===== src/rtl/board_mem_display.sv =====
// Board-side viewer for the CPU data-memory debug port: picks a word address (switches or
// auto-scan), captures the returned word and shows it as 8 hex digits on a muxed 7-seg display.
module board_mem_display #(
  parameter int REFRESH_DIV = 100000,
  parameter int AUTO_DIV    = 100000000
) (
  input  logic        clk,
  input  logic        rst_n,
  input  logic [5:0]  sw_addr,
  input  logic        auto_mode,
  input  logic        btn_next,
  input  logic [31:0] mem_read_result,
  output logic [5:0]  mem_read_addr,
  output logic [5:0]  addr_led,
  output logic        data_valid,
  output logic [7:0]  an,
  output logic [7:0]  seg
);

  localparam int REF_W  = (REFRESH_DIV > 1) ? $clog2(REFRESH_DIV) : 1;
  localparam int AUTO_W = (AUTO_DIV > 1) ? $clog2(AUTO_DIV) : 1;
  localparam logic [REF_W-1:0]  REF_LAST  = REF_W'(REFRESH_DIV - 1);
  localparam logic [AUTO_W-1:0] AUTO_LAST = AUTO_W'(AUTO_DIV - 1);

  typedef enum logic {SETTLE, TRACK} cap_state_t;

  logic [5:0]        sw_s1, sw_s2;
  logic              mode_s1, mode_s2;
  logic              btn_s1, btn_s2, btn_d;
  logic              btn_pulse;
  logic [5:0]        addr, addr_next;
  logic              addr_chg;
  logic [AUTO_W-1:0] auto_cnt, auto_cnt_next;
  cap_state_t        state, state_next;
  logic [1:0]        settle_cnt, settle_cnt_next;
  logic              load_data;
  logic [31:0]       shown_data;
  logic [2:0]        digit;
  logic [REF_W-1:0]  ref_cnt;

  // NOTE: sequential state uses non-blocking assignments so every register samples pre-edge values.
  always_ff @(posedge clk) begin
    if (!rst_n) begin
      sw_s1   <= '0;
      sw_s2   <= '0;
      mode_s1 <= 1'b0;
      mode_s2 <= 1'b0;
      btn_s1  <= 1'b0;
      btn_s2  <= 1'b0;
      btn_d   <= 1'b0;
    end else begin
      sw_s1   <= sw_addr;
      sw_s2   <= sw_s1;
      mode_s1 <= auto_mode;
      mode_s2 <= mode_s1;
      btn_s1  <= btn_next;
      btn_s2  <= btn_s1;
      btn_d   <= btn_s2;
    end
  end

  assign btn_pulse = btn_s2 & ~btn_d;

  // Manual mode holds auto_cnt at zero, so entering auto mode always starts a fresh period.
  // NOTE: every always_comb output gets a default first so no path can infer a latch.
  always_comb begin
    addr_next     = addr;
    auto_cnt_next = '0;
    if (mode_s2) begin
      if (btn_pulse || auto_cnt == AUTO_LAST) begin
        addr_next = addr + 6'd1;
      end else begin
        auto_cnt_next = auto_cnt + AUTO_W'(1);
      end
    end else begin
      addr_next = sw_s2;
    end
  end

  assign addr_chg = (addr_next != addr);

  // Two settle cycles after an address change, then track the port continuously.
  always_comb begin
    state_next      = state;
    settle_cnt_next = settle_cnt;
    load_data       = 1'b0;
    if (addr_chg) begin
      state_next      = SETTLE;
      settle_cnt_next = 2'd0;
    end else begin
      case (state)
        SETTLE: begin
          if (settle_cnt == 2'd2) begin
            state_next = TRACK;
            load_data  = 1'b1;
          end else begin
            settle_cnt_next = settle_cnt + 2'd1;
          end
        end
        TRACK:   load_data = 1'b1;
        default: state_next = SETTLE;
      endcase
    end
  end

  always_ff @(posedge clk) begin
    if (!rst_n) begin
      addr       <= '0;
      auto_cnt   <= '0;
      state      <= SETTLE;
      settle_cnt <= '0;
      shown_data <= '0;
    end else begin
      addr       <= addr_next;
      auto_cnt   <= auto_cnt_next;
      state      <= state_next;
      settle_cnt <= settle_cnt_next;
      if (load_data) shown_data <= mem_read_result;
    end
  end

  always_ff @(posedge clk) begin
    if (!rst_n) begin
      ref_cnt <= '0;
      digit   <= '0;
    end else if (ref_cnt == REF_LAST) begin
      ref_cnt <= '0;
      digit   <= digit + 3'd1;
    end else begin
      ref_cnt <= ref_cnt + REF_W'(1);
    end
  end

  function automatic logic [6:0] hex7(input logic [3:0] nib);
    case (nib)
      4'h0: hex7 = 7'b1000000;
      4'h1: hex7 = 7'b1111001;
      4'h2: hex7 = 7'b0100100;
      4'h3: hex7 = 7'b0110000;
      4'h4: hex7 = 7'b0011001;
      4'h5: hex7 = 7'b0010010;
      4'h6: hex7 = 7'b0000010;
      4'h7: hex7 = 7'b1111000;
      4'h8: hex7 = 7'b0000000;
      4'h9: hex7 = 7'b0010000;
      4'hA: hex7 = 7'b0001000;
      4'hB: hex7 = 7'b0000011;
      4'hC: hex7 = 7'b1000110;
      4'hD: hex7 = 7'b0100001;
      4'hE: hex7 = 7'b0000110;
      default: hex7 = 7'b0001110;
    endcase
  endfunction

  assign an            = ~(8'b1 << digit);
  assign seg           = {1'b1, hex7(shown_data[4*digit +: 4])};
  assign data_valid    = (state == TRACK);
  assign mem_read_addr = addr;
  assign addr_led      = addr;

endmodule


===== config.mk =====
export PLATFORM = sky130hd
export DESIGN_NAME = board_mem_display
export DESIGN_NICKNAME = d
export VERILOG_FILES = /design/src/rtl/board_mem_display.sv
export SDC_FILE = /design/constraint.sdc
export NUM_CORES = 1
export LEC_CHECK = 0
export BUFFER_PORTS_ARGS = -buffer_cell sky130_fd_sc_hd__buf_2
export CORE_MARGIN = 4
export CORE_UTILIZATION = 43
export DETAILED_ROUTE_END_ITERATION = 7
export GPL_ROUTABILITY_DRIVEN = 0
export GPL_TIMING_DRIVEN = 0
export PLACE_DENSITY = 0.7
export SYNTH_ARGS = -nofsm -noshare
export SYNTH_HDL_FRONTEND = slang
export SYNTH_SLANG_ARGS = --single-unit

===== constraint.sdc =====
create_clock -name clk -period 3 [get_ports clk]
set_clock_uncertainty 0.15 [all_clocks]
set_input_delay 0.45 -clock clk [delete_from_list [all_inputs] [get_ports clk]]
set_output_delay 0.45 -clock clk [all_outputs]
set_load 0.02 [all_outputs]

==> run_results.csv <==
group,metric,value,unit
timing,setup_viol,1,
critical_path,crit_buf_inv,3,
yosys,syn_area_per_cell,9.03,µm²
yosys,yosysWarnings,0,
critical_path,crit_required,2.40,ns
final_layout,fill_cells,1064,
yosys,synth_top_area_share,41.9,%
timing,worst_slack,-0.00702,ns
final_layout,layoutNonFillerInstCount,798,
yosys,post_synth_num_cell_types,51,
global_routing,antenna_found_initial,0,
clocking,insertion_delay,0.34,ns
timing,fin_setup_tns,-0.00702,ns
clocking,clock_sinks,105,
global_routing,grt_max_degree,16,
pwr,peakVddDrop,0.448,mV
floorplan,core_area,11400,µm²
yosys,synth_common_cells,"105 x dfxtp_1, 93 x nand2_1, 58 x nor2_1",
routing,drt_wl_total,10.9,mm
routing,dr.pass1.iters,4,
yosys,synthesis.area,5010,µm²
critical_path,cp_slowest_stage_delay,0.55,ns
global_routing,grt_pass1_vias,3929,
critical_path,cp_top_family,"multiplexers",
global_routing,track_usage,16.8,%
yosys,synthFlopType,"dfxtp_1",
placed_design,dpl.hpwl,7.88,mm
run,max_cap_violations,0,
placed_design,port_buffers,69,
global_routing,gr-total-overflow,0,
floorplan,die_y,116,µm
routing,drt-wirelength-per-cell,13.6,µm
critical_path,cp.arrival,2.41,ns
floorplan,dieArea,13500,µm²
timing,maxSlewViolCount,0,
run_status,status,"finished with violations",
timing,max_freq,333,MHz
placed_design,pre_cts_slack,-0.140,ns
clocking,cts_tree,"built",
floorplan,initial_core_util,43.9,%
timing,relSlewSlack,58.3,%
routing,antenna_left,0,
timing,period_share,100,%
pwr,powerDensity,477,nW/µm²
routing,first_iter_violations,165,
yosys,ys_seq_area_share,41.9,%
critical_path,cp_cell_sequence,"buf_6, mux4_2, mux2i_4, buf_6, ha_4, mux2i_1, nor2_1, a31oi_1, buf_4",
yosys,async_flop_share,0,%
yosys,ys_ff_latch,105,
routing,via_per_inst,4.99,
min_path,hp-class,"input pin to register",
clocking,cts_buffers,9,
final_layout,final_util,53.2,%
yosys,syn_inst,555,
yosys,synth_edf_count,0,
pwr,p_leak,0.00240,µW
run_status,violations,"setup timing",
pwr,power,2900,µW
floorplan,io_pins,71,
critical_path,path_max_fanout,6,
critical_path,path_class,"register to primary output",
global_routing,grt_pass1_wl,18.1,mm
yosys,yosysMostFrequentCell,"dfxtp_1",
final_layout,fin_nets,708,
floorplan,rows,39,
timing,period_needed,3.01,ns
critical_path,start_kind,"register",
timing,rsz0062_at_grt,"yes",
final_layout,diodes,0,
floorplan,die_x,116,µm
placed_design,placed_cells,767,
yosys,synth_nets,613,
clocking,clock_path_buffers,2,
final_layout,layout-drive-gt1-share,22.7,%
yosys,ys_top_cells_by_area,"dfxtp_1 42%, mux2i_1 8.0%, nand2_1 7.0%",
critical_path,endpoint_kind,"primary output",
timing,finalHoldViolations,0,
routing,vias,3982,
final_layout,syn2layout_area_growth,21.1,%
critical_path,slowest_stage,"mux4_2",
clocking,clock-root-buffer,"clkbuf_16",
critical_path,cp_common_cell,"buf_6",
clocking,cts_max_level,3,
routing,drc,0,
yosys,synth_area_leader_cell,"dfxtp_1",
clocking,cts.clk_slew.worst_paths,0.06,ns
timing,worst_slew_pin_slew,0.623,ns
routing by layer:
layer	up-vias	wire [µm]	track usage [%]
li1	2040	-	-
met1	1868	4910	21.2
met2	67	5410	28.7
met3	7	469	4.86
met4	0	95	3.71
met5	-	0	0
worst register-to-register path, cell delays in order, from the launching register on:
cell and delay [ns]:
dfxtp_1 0.37, ha_1 0.22, and4_1 0.26, nand4_1 0.15, o21ai_0 0.23, buf_2 0.26, mux2_2 0.36, o311ai_0 0.07
layout make-up:
| cell class | count | area, µm² | share of cell area, % |
|---|---|---|---|
| buffer | 35 | 225 | 3.71 |
| inverter | 14 | 52.6 | 0.865 |
| clock inverter | 2 | 60.1 | 0.989 |
| clock buffer | 14 | 264 | 4.35 |
| tap | 143 | 179 | 2.95 |
| multi-input combinational | 401 | 2720 | 44.7 |
| sequential | 105 | 2110 | 34.7 |
| timing repair buffer | 84 | 468 | 7.71 |
worst paths after layout:
path | slack (ns) | from | cells after the start | endpoint
setup / recovery | -0.007 | digit[0]$_SDFFE_PN0P_ | 9 | seg[3]
hold / removal | 0.16 | sw_addr[3] | 2 | sw_s1[3]$_SDFF_PN0_
setup reg to reg | 0.83 | auto_cnt[0]$_SDFF_PP0_ | 7 | addr_led[2]$_SDFF_PN0_
hold reg to reg | 0.28 | mode_s1$_SDFF_PN0_ | 1 | mode_s2$_SDFF_PN0_
stage by stage:
stage,hold slack (ns),cell area [µm²]
final,0.163,6070
after global routing,0.150,6070
after CTS,0.153,6020
after detailed placement,0.268,5540
after global placement,0.269,5540
after floorplan,0.262,5010
layout by cell type (no fill, tap or decap), types with 3 or more instances in the layout:
cell type	n
inv_2	3
clkbuf_1	17
buf_4	26
and3_1	9
xor2_1	31
nor2b_1	3
nor4b_1	3
and2_1	26
buf_2	72
mux2_2	3
nor3_1	3
mux2i_1	38
clkbuf_16	9
a31oi_1	3
nor2_1	58
nand4_1	18
dfxtp_1	103
o211ai_1	3
buf_6	4
nand2_1	93
nand3_1	18
ha_1	12
nand2b_1	5
a21oi_1	7
xnor2_1	17
mux4_2	6
and4_1	6
o21ai_0	4
inv_1	11
kinds of logic (layout without fill, tap and decap cells):
| family | Yosys count | count (layout) | synth area share, % |
|---|---|---|---|
| fa+ha+maj | 16 | 16 | 3.99 |
| flops | 105 | 105 | 41.9 |
| xor+xnor | 48 | 48 | 8.39 |
| simple gates | 255 | 255 | 24.7 |
| buf+inv | 49 | 149 | 5.22 |
| compound gates | 31 | 31 | 4.12 |
| mux | 50 | 50 | 11.6 |
| other cells | 1 | 1 | 0.0748 |
where the power goes:
group          leakage [µW]  internal [µW]  switching, µW
Sequential         0.000852           1420           18.5
Clock              0.000157            778            488
Combinational       0.00139           85.9            105
Total               0.00240           2280            611
repair_timing:
item,4_1_cts,5_1_grt
setup endpoints to repair,7,7
gates resized for setup,22,9
buffers inserted,11,4
cloned,0,1
endpoints found under the hold margin,0,0
pin swaps,2,1
hold buffers,0,0
flip-flops by register name (all words and copies together) (netlist names):
signal and count:
addr_led 6, auto_cnt 27, btn_d 1, btn_s1 1
btn_s2 1, data_valid 1, digit 3, mode_s1 1
mode_s2 1, ref_cnt 17, settle_cnt 2, shown_data 32
sw_s1 6, sw_s2 6
(Power assumes the default switching activity.)
